===== config.mk =====
export PLATFORM = sky130hd
export DESIGN_NAME = dvsd_cmp_search
export DESIGN_NICKNAME = d
export VERILOG_FILES = /design/src/rtl/dvsd_cmp_search.sv
export SDC_FILE = /design/constraint.sdc
export NUM_CORES = 1
export LEC_CHECK = 0
export CORE_MARGIN = 2
export CORE_UTILIZATION = 54
export CTS_BUF_LIST = sky130_fd_sc_hd__clkbuf_4
export DETAILED_ROUTE_END_ITERATION = 10
export HOLD_SLACK_MARGIN = 0.08
export PLACE_DENSITY = 0.79
export REMOVE_ABC_BUFFERS = 1
export SYNTH_ARGS = -nofsm -noshare
export SYNTH_HDL_FRONTEND = slang
export SYNTH_SLANG_ARGS = --single-unit
export TNS_END_PERCENT = 50

===== constraint.sdc =====
create_clock -name clk -period 2.4 [get_ports clk]
set_clock_uncertainty 0.2 [all_clocks]
set_input_delay 0.72 -clock clk [delete_from_list [all_inputs] [get_ports clk]]
set_output_delay 0.72 -clock clk [all_outputs]
set_load 0.01 [all_outputs]

===== src/rtl/dvsd_cmp_search.sv =====
// Successive-approximation search of a 4-bit value via external comparator flags.
// Define DVSD_CMP_SEARCH_SETTLE_EN to insert a SETTLE cycle after each probe update.
module dvsd_cmp_search (
   input  logic       clk,
   input  logic       rst_n,
   input  logic       start,
   input  logic       less_than,
   input  logic       equal_to,
   input  logic       greater_than,
   output logic [3:0] probe_out,
   output logic       busy,
   output logic       done,
   output logic [3:0] result,
   output logic       err
);

`ifdef DVSD_CMP_SEARCH_SETTLE_EN
   typedef enum logic [1:0] {
      S_IDLE   = 2'd0,
      S_PROBE  = 2'd1,
      S_DONE   = 2'd2,
      S_SETTLE = 2'd3
   } state_t;
   localparam state_t S_UPD = S_SETTLE;
`else
   typedef enum logic [1:0] {
      S_IDLE  = 2'd0,
      S_PROBE = 2'd1,
      S_DONE  = 2'd2
   } state_t;
   localparam state_t S_UPD = S_PROBE;
`endif

   state_t     r_state;
   logic [3:0] r_acc;
   logic [1:0] r_k;
   logic [3:0] r_probe;
   logic [3:0] r_result;
   logic       r_err;

   state_t     w_state_nx;
   logic [3:0] w_acc_nx;
   logic [1:0] w_k_nx;
   logic [3:0] w_probe_nx;
   logic [3:0] w_result_nx;
   logic       w_err_nx;

   logic [2:0] w_flags;
   logic       w_onehot;
   logic [3:0] w_acc_kept;
   logic [1:0] w_k_dn;
   logic [3:0] w_bit_dn;

   assign w_flags  = {less_than, equal_to, greater_than};
   assign w_onehot = (w_flags == 3'b100) ||
                     (w_flags == 3'b010) ||
                     (w_flags == 3'b001);

   // acc never holds bit k yet, so "clear bit k" is simply the old acc
   assign w_acc_kept = greater_than ? r_probe : r_acc;
   assign w_k_dn     = r_k - 2'd1;
   assign w_bit_dn   = 4'b0001 << w_k_dn;

   always_comb begin
      w_state_nx  = r_state;
      w_acc_nx    = r_acc;
      w_k_nx      = r_k;
      w_probe_nx  = r_probe;
      w_result_nx = r_result;
      w_err_nx    = r_err;
      unique case (r_state)
         S_IDLE: begin
            if (start) begin
               w_acc_nx   = 4'b0000;
               w_k_nx     = 2'd3;
               w_probe_nx = 4'b1000;
               w_state_nx = S_UPD;
            end
         end
         S_PROBE: begin
            if (!w_onehot) begin
               w_result_nx = r_probe;
               w_err_nx    = 1'b1;
               w_state_nx  = S_DONE;
            end else if (equal_to) begin
               w_result_nx = r_probe;
               w_err_nx    = 1'b0;
               w_state_nx  = S_DONE;
            end else if (r_k == 2'd0) begin
               w_acc_nx    = w_acc_kept;
               w_result_nx = w_acc_kept;
               w_err_nx    = 1'b0;
               w_state_nx  = S_DONE;
            end else begin
               w_acc_nx   = w_acc_kept;
               w_k_nx     = w_k_dn;
               w_probe_nx = w_acc_kept | w_bit_dn;
               w_state_nx = S_UPD;
            end
         end
`ifdef DVSD_CMP_SEARCH_SETTLE_EN
         S_SETTLE: w_state_nx = S_PROBE;
`endif
         S_DONE: w_state_nx = S_IDLE;
         default: w_state_nx = S_IDLE;
      endcase
   end

   always_ff @(posedge clk or negedge rst_n) begin
      if (!rst_n) begin
         r_state  <= S_IDLE;
         r_acc    <= 4'b0000;
         r_k      <= 2'd3;
         r_probe  <= 4'b0000;
         r_result <= 4'b0000;
         r_err    <= 1'b0;
      end else begin
         r_state  <= w_state_nx;
         r_acc    <= w_acc_nx;
         r_k      <= w_k_nx;
         r_probe  <= w_probe_nx;
         r_result <= w_result_nx;
         r_err    <= w_err_nx;
      end
   end

   assign probe_out = r_probe;
   assign result    = r_result;
   assign err       = r_err;
   assign done      = (r_state == S_DONE);
`ifdef DVSD_CMP_SEARCH_SETTLE_EN
   assign busy      = (r_state == S_PROBE) || (r_state == S_SETTLE);
`else
   assign busy      = (r_state == S_PROBE);
`endif

endmodule

==> After elaboration in Yosys (flattened, before gate mapping) <==
Cells that the tools add are included.
{ "word_totals": {"elab_cells": 53, "register_bits": 17} }
{ "classes": {"bitwise_logic": 1, "mux": 26, "n_shift": 1, "n_addsub": 1, "eq_ne": 10, "reduce_logical": 8} }
{ "ops": {"columns": ["op", "n"], "rows": [
  ["$mux W4", 11],
  ["$mux W2", 8],
  ["$pmux W4 S2", 2],
  ["$pmux W2 S2", 2],
  ["$ne A2 B2 Y1 const B", 3],
  ["$reduce_and A5 Y1", 1],
  ["$logic_not A2 Y1", 2],
  ["$or A4 B4 Y4", 1],
  ["$reduce_and A4 Y1", 1],
  ["$shl A1 B2 Y4 const A", 1],
  ["$eq A3 B1 Y1 const B", 1],
  ["$eq A3 B2 Y1 const B", 1],
  ["$eq A3 B3 Y1 const B", 1],
  ["$mux W1", 3],
  ["$ne A3 B2 Y1 const B", 1],
  ["$eq A2 B1 Y1 const B", 1],
  ["$eq A2 B2 Y1 const B", 1],
  ["$logic_or A1 B1 Y1", 2],
  ["$ne A2 B1 Y1 const B", 1],
  ["$reduce_and A2 Y1", 1],
  ["$reduce_bool A2 Y1", 1],
  ["$sub A2 B1 Y2 const B", 1]
]} }

==> Depth between registers and ports, before layout <==
Gate-level depths: netlist of the first run.
{ "logic_depth": {"ltp_word": 7, "mapped_depth": 5} }

==> Worst setup path after synthesis of the first run <==
OpenSTA, ideal clock, no wires.
{ "synth_path": {"path_type": "input port to flip-flop", "startpoint": "input equal_to", "endpoint": "register r_result[0], in the netlist result[0]", "setup_slack_ns": 0.297, "path_stages": 4, "path_buffers": 1, "setup_time_ns": 0.125, "arrival_ns": 1.779, "cell_sequence": "buf_2 nor3b_2 mux2_2 mux2_2"} }
{ "synth_via": {"elab_chain_len": 5} }
{ "synth_lines": {"columns": ["item", "line", "rtl"], "rows": [
  ["start: declaration", "8", "input logic equal_to,"],
  ["$eq A3 B3 Y1 / $eq A3 B2 Y1 (equally long branches)", "55, 56", null],
  ["$logic_or A1 B1 Y1", "55", "assign w_onehot = (w_flags == 3'b100) ||"],
  ["$logic_or A1 B1 Y1", "56", "(w_flags == 3'b010) ||"],
  ["$ne A3 B2 Y1 (no source line)", null, null],
  ["$reduce_and A2 Y1 (no source line)", null, null],
  ["end signal: assignment", "122", "r_result <= w_result_nx;"],
  ["end: declaration", "38", "logic [3:0] r_result;"]
]} }
Several ways; a longest one is shown, not always the timed one.
A chain may end at the register's enable or synchronous reset.

==> Worst setup path after layout of the first run <==
{ "layout_path": {"startpoint": "register r_state[0]", "endpoint": "output done"} }
{ "layout_via": {"elab_chain_len": 1} }
{ "layout_lines": {"columns": ["item", "line", "rtl"], "rows": [
  ["start: declaration", "34", "state_t r_state;"],
  ["start signal: assignment", "118", "r_state <= w_state_nx;"],
  ["$eq A2 B2 Y1", "130", "assign done = (r_state == S_DONE);"],
  ["end: declaration", "12", "output logic done,"]
]} }
Every way passes these cells.

==> results.cfg, run 1 <==
[routing]
dr.pass1.iters = 4
drtIter0Drc = 14
drc = 0
num_vias = 745
wirelength_um = 2170
ant_nets = 0
wl_per_cell_um = 15.2
routed_via_density = 5.21

[synthesis]
synth_compound_area_share_pct = 11.0
yosysSeqAreaShare_pct = 43.8
ys.flop_type = dfrtp_1
synthAdderAreaFrac_pct = 5.12
syn_inst = 84
synth_cell_types = 31
synthMuxAreaShare_pct = 13.3
synthXorXnorAreaFrac_pct = 2.82
syn_avg_cell_area_um2 = 11.6
synth-seq-cells = 17
synth_top_family_by_area = simple AND/OR/NAND/NOR gates
ys_warn_count = 0
synthArstFlopShare_pct = 100
synth_area_um2 = 977
synth-edff-count = 0
synth_simple_gate_area_share_pct = 20.2

[worst_setup_path]
r2r-start = r_k[0]
rr_endpoint = probe_out[1]
startpoint_type = flip-flop
worstPathRequired_ps = 1480
endpoint = done
crit_buf_inv = 1
cp.arrival_ps = 1400
cp_max_fo = 5
reg2reg_slack_ps = 290
path_cells = nor2b_1 > clkdlybuf4s50_1
reg2reg_depth = 5
critPathSlowestCell = clkdlybuf4s50_1
cp_top_family = buffers and inverters
endpoint_kind = primary output
critPathMaxStageDelay_ps = 550
critical_path.startpoint = r_state[0]
cp.depth = 2
crit_type = reg -> out

[cells_and_area]
fin_cells = 143
register_area_um2 = 429
area_growth_pct = 34.1
final_layout_size_suffix_gt1_share_pct = 33.1
finalNetCount = 129
antenna_cells = 0
utilization_pct = 76.7
fillCellCount = 113
multi_input_area_um2 = 513

[timing]
timing.fmax_mhz = 431
rsz0062_at_grt = no
worst_hold_slack_ps = 320
hold_violations = 0
setup_viol = 0
fin_crit_sh_pct = 96.7
max_slew_margin_pct = 68.0
fin_crit_ps = 2320
final.setup.tns_ps = 0
slew_viol_final = 0
worst_slew_pin_slew_ps = 479

[floorplanning]
die_x_um = 46.5
die-height_um = 46.5
coreArea_mm2 = 0.00171
initial_core_util_pct = 57.2
io_pins = 17
die-area_mm2 = 0.00217
fp-row-count = 15

[global_routing]
antenna_found_initial = 0
grt_pass1_vias = 747
grt_max_degree = 11
grt_use_total_pct = 22.4
grt_overflow = 0
grt_pass1_wl_um = 3280

[pwr]
p_leak_nw = 0.568
p_total_mw = 1.07
power.density_mw_per_mm2 = 818
ir_worst_vdd_mv = 0.581

[placement]
gp_congestion = 0.825
port_buffers = 16
dpl.hpwl_um = 1630
place_inst = 138

[clock_tree]
cts_hold_repair.buffers = 0
worstSkewPairLatency_ps = 290
htree_levels = 1
cts_max_path_buffers = 2
cts_tree = yes
clk_pin_slew_ps = 110
clock_tree.root_cell = clkbuf_4
cts_sinks = 17
cts-buffers-inserted = 3

[run]
drv_cap = 0

[hold_path]
hp-class = reg -> reg

[status]
status = finished, final reports clean
sequential cells by signal (all words and copies together), names as in the netlist:
signal and cells:
probe_out 4, r_acc 4, result 4, r_k 2, r_state 2, err 1
power by group:
part / total [mW] / internal (mW) / switching, mW
clock network: 0.154 / 0.0619 / 0.0918
registers: 0.445 / 0.375 / 0.0703
logic: 0.472 / 0.269 / 0.203
total: 1.07 / 0.706 / 0.366
stage by stage:
step                      setup slack (ps)  instance area [um2]
final                                 80.0                 1310
after global routing                  11.2                 1310
after CTS                             56.7                 1310
after detailed placement              -158                 1270
after global placement                -140                 1270
after floorplan                        458                  963
layer usage:
metal / share of wire, % / wire length (um) / track usage (%) / up-vias
met5: 0 / 0 / 0 / -
met4: 0.55 / 12 / 10.9 / 0
met3: 2.4 / 51 / 2.35 / 2
met2: 51 / 1100 / 36.9 / 14
met1: 46 / 1010 / 28.9 / 359
li1: - / - / - / 370
area by class of cell:
class / instances / share of cell area (%)
timing repair buffer: 33 / 21.9
clock buffer: 3 / 1.72
inverter: 6 / 1.72
tap: 25 / 2.39
sequential: 17 / 32.8
clock inverter: 1 / 0.382
multi-input combinational: 58 / 39.2
layout by cell type, fill, tap and decap left out:
master            n
a211oi_1          4
nor3_1            4
a21oi_1           2
buf_4            17
nor2_1            1
o311ai_0          1
mux2_2            8
ha_1              4
dlygate4sd2_1     1
nand2_1           4
dfrtp_2           1
nand4_1           1
inv_1             6
nor4b_1           1
mux2i_1           4
or2_2             1
nand2b_1          4
a221oi_1          2
and2_0            1
clkbuf_4          3
nor3b_1           2
dfstp_2           2
nor3b_2           1
a21oi_4           1
clkdlybuf4s50_1  15
nor4b_4           2
o211ai_1          1
o21a_1            1
dfrtp_1          14
nand3_1           2
o21ai_0           2
xor2_4            1
clkinv_2          1
or3b_2            1
nor2b_1           2
worst min-delay path by stage:
stage | endpoint | from | cells past startpoint | slack [ps]
after floorplan | err | rst_n | 0 | 220
after global placement | result[2] | result[2] | 1 | 290
after detailed placement | result[2] | result[2] | 1 | 300
after CTS | result[2] | result[2] | 1 | 320
after global routing | result[2] | result[2] | 1 | 330
final | result[2] | result[2] | 1 | 320
kinds of logic after synthesis:
kind of cell	Yosys count
buffers and inverters	9
DFF	17
adders and majority gates	4
xor gates and xnor gates	1
and+or+nand+nor	27
AOI/OAI and AO/OA	14
muxes	12
synthesized netlist by cell type (all sizes together) (2+ instances only):
master	n	area, um2
nor4b	3	56.3
nand2b	4	25.0
o21ai	2	10.0
nand2	4	15.0
a211oi	4	30.0
nand3	2	10.0
dfstp	2	52.6
nor3	4	20.0
buf	2	10.0
ha	4	50.1
a21oi	3	26.3
a221oi	2	17.5
mux2i	4	40.0
mux2	8	90.1
dfrtp	15	375
nor3b	3	27.5
inv	6	22.5
nor2b	2	12.5
timing repair:
action                                  in CTS  in global routing
resized for setup                            2                  0
endpoints found under the hold margin        0                  0
buffers inserted                             1                  0
endpoints found under the setup margin       2                  0
No activity file was read; power rests on OpenSTA's default activity.
==> run 2, diff against run 1 <==
- CTS_CLUSTER_DIAMETER: not set -> 120
==> results of run 2 <==
Final layout, timing and power as in run 1 (identical DEF).
==> run 3, diff against run 2 <==
- SLEW_MARGIN: not set -> 30
==> results of run 3 <==
Final layout, timing and power as in run 1 (identical DEF).
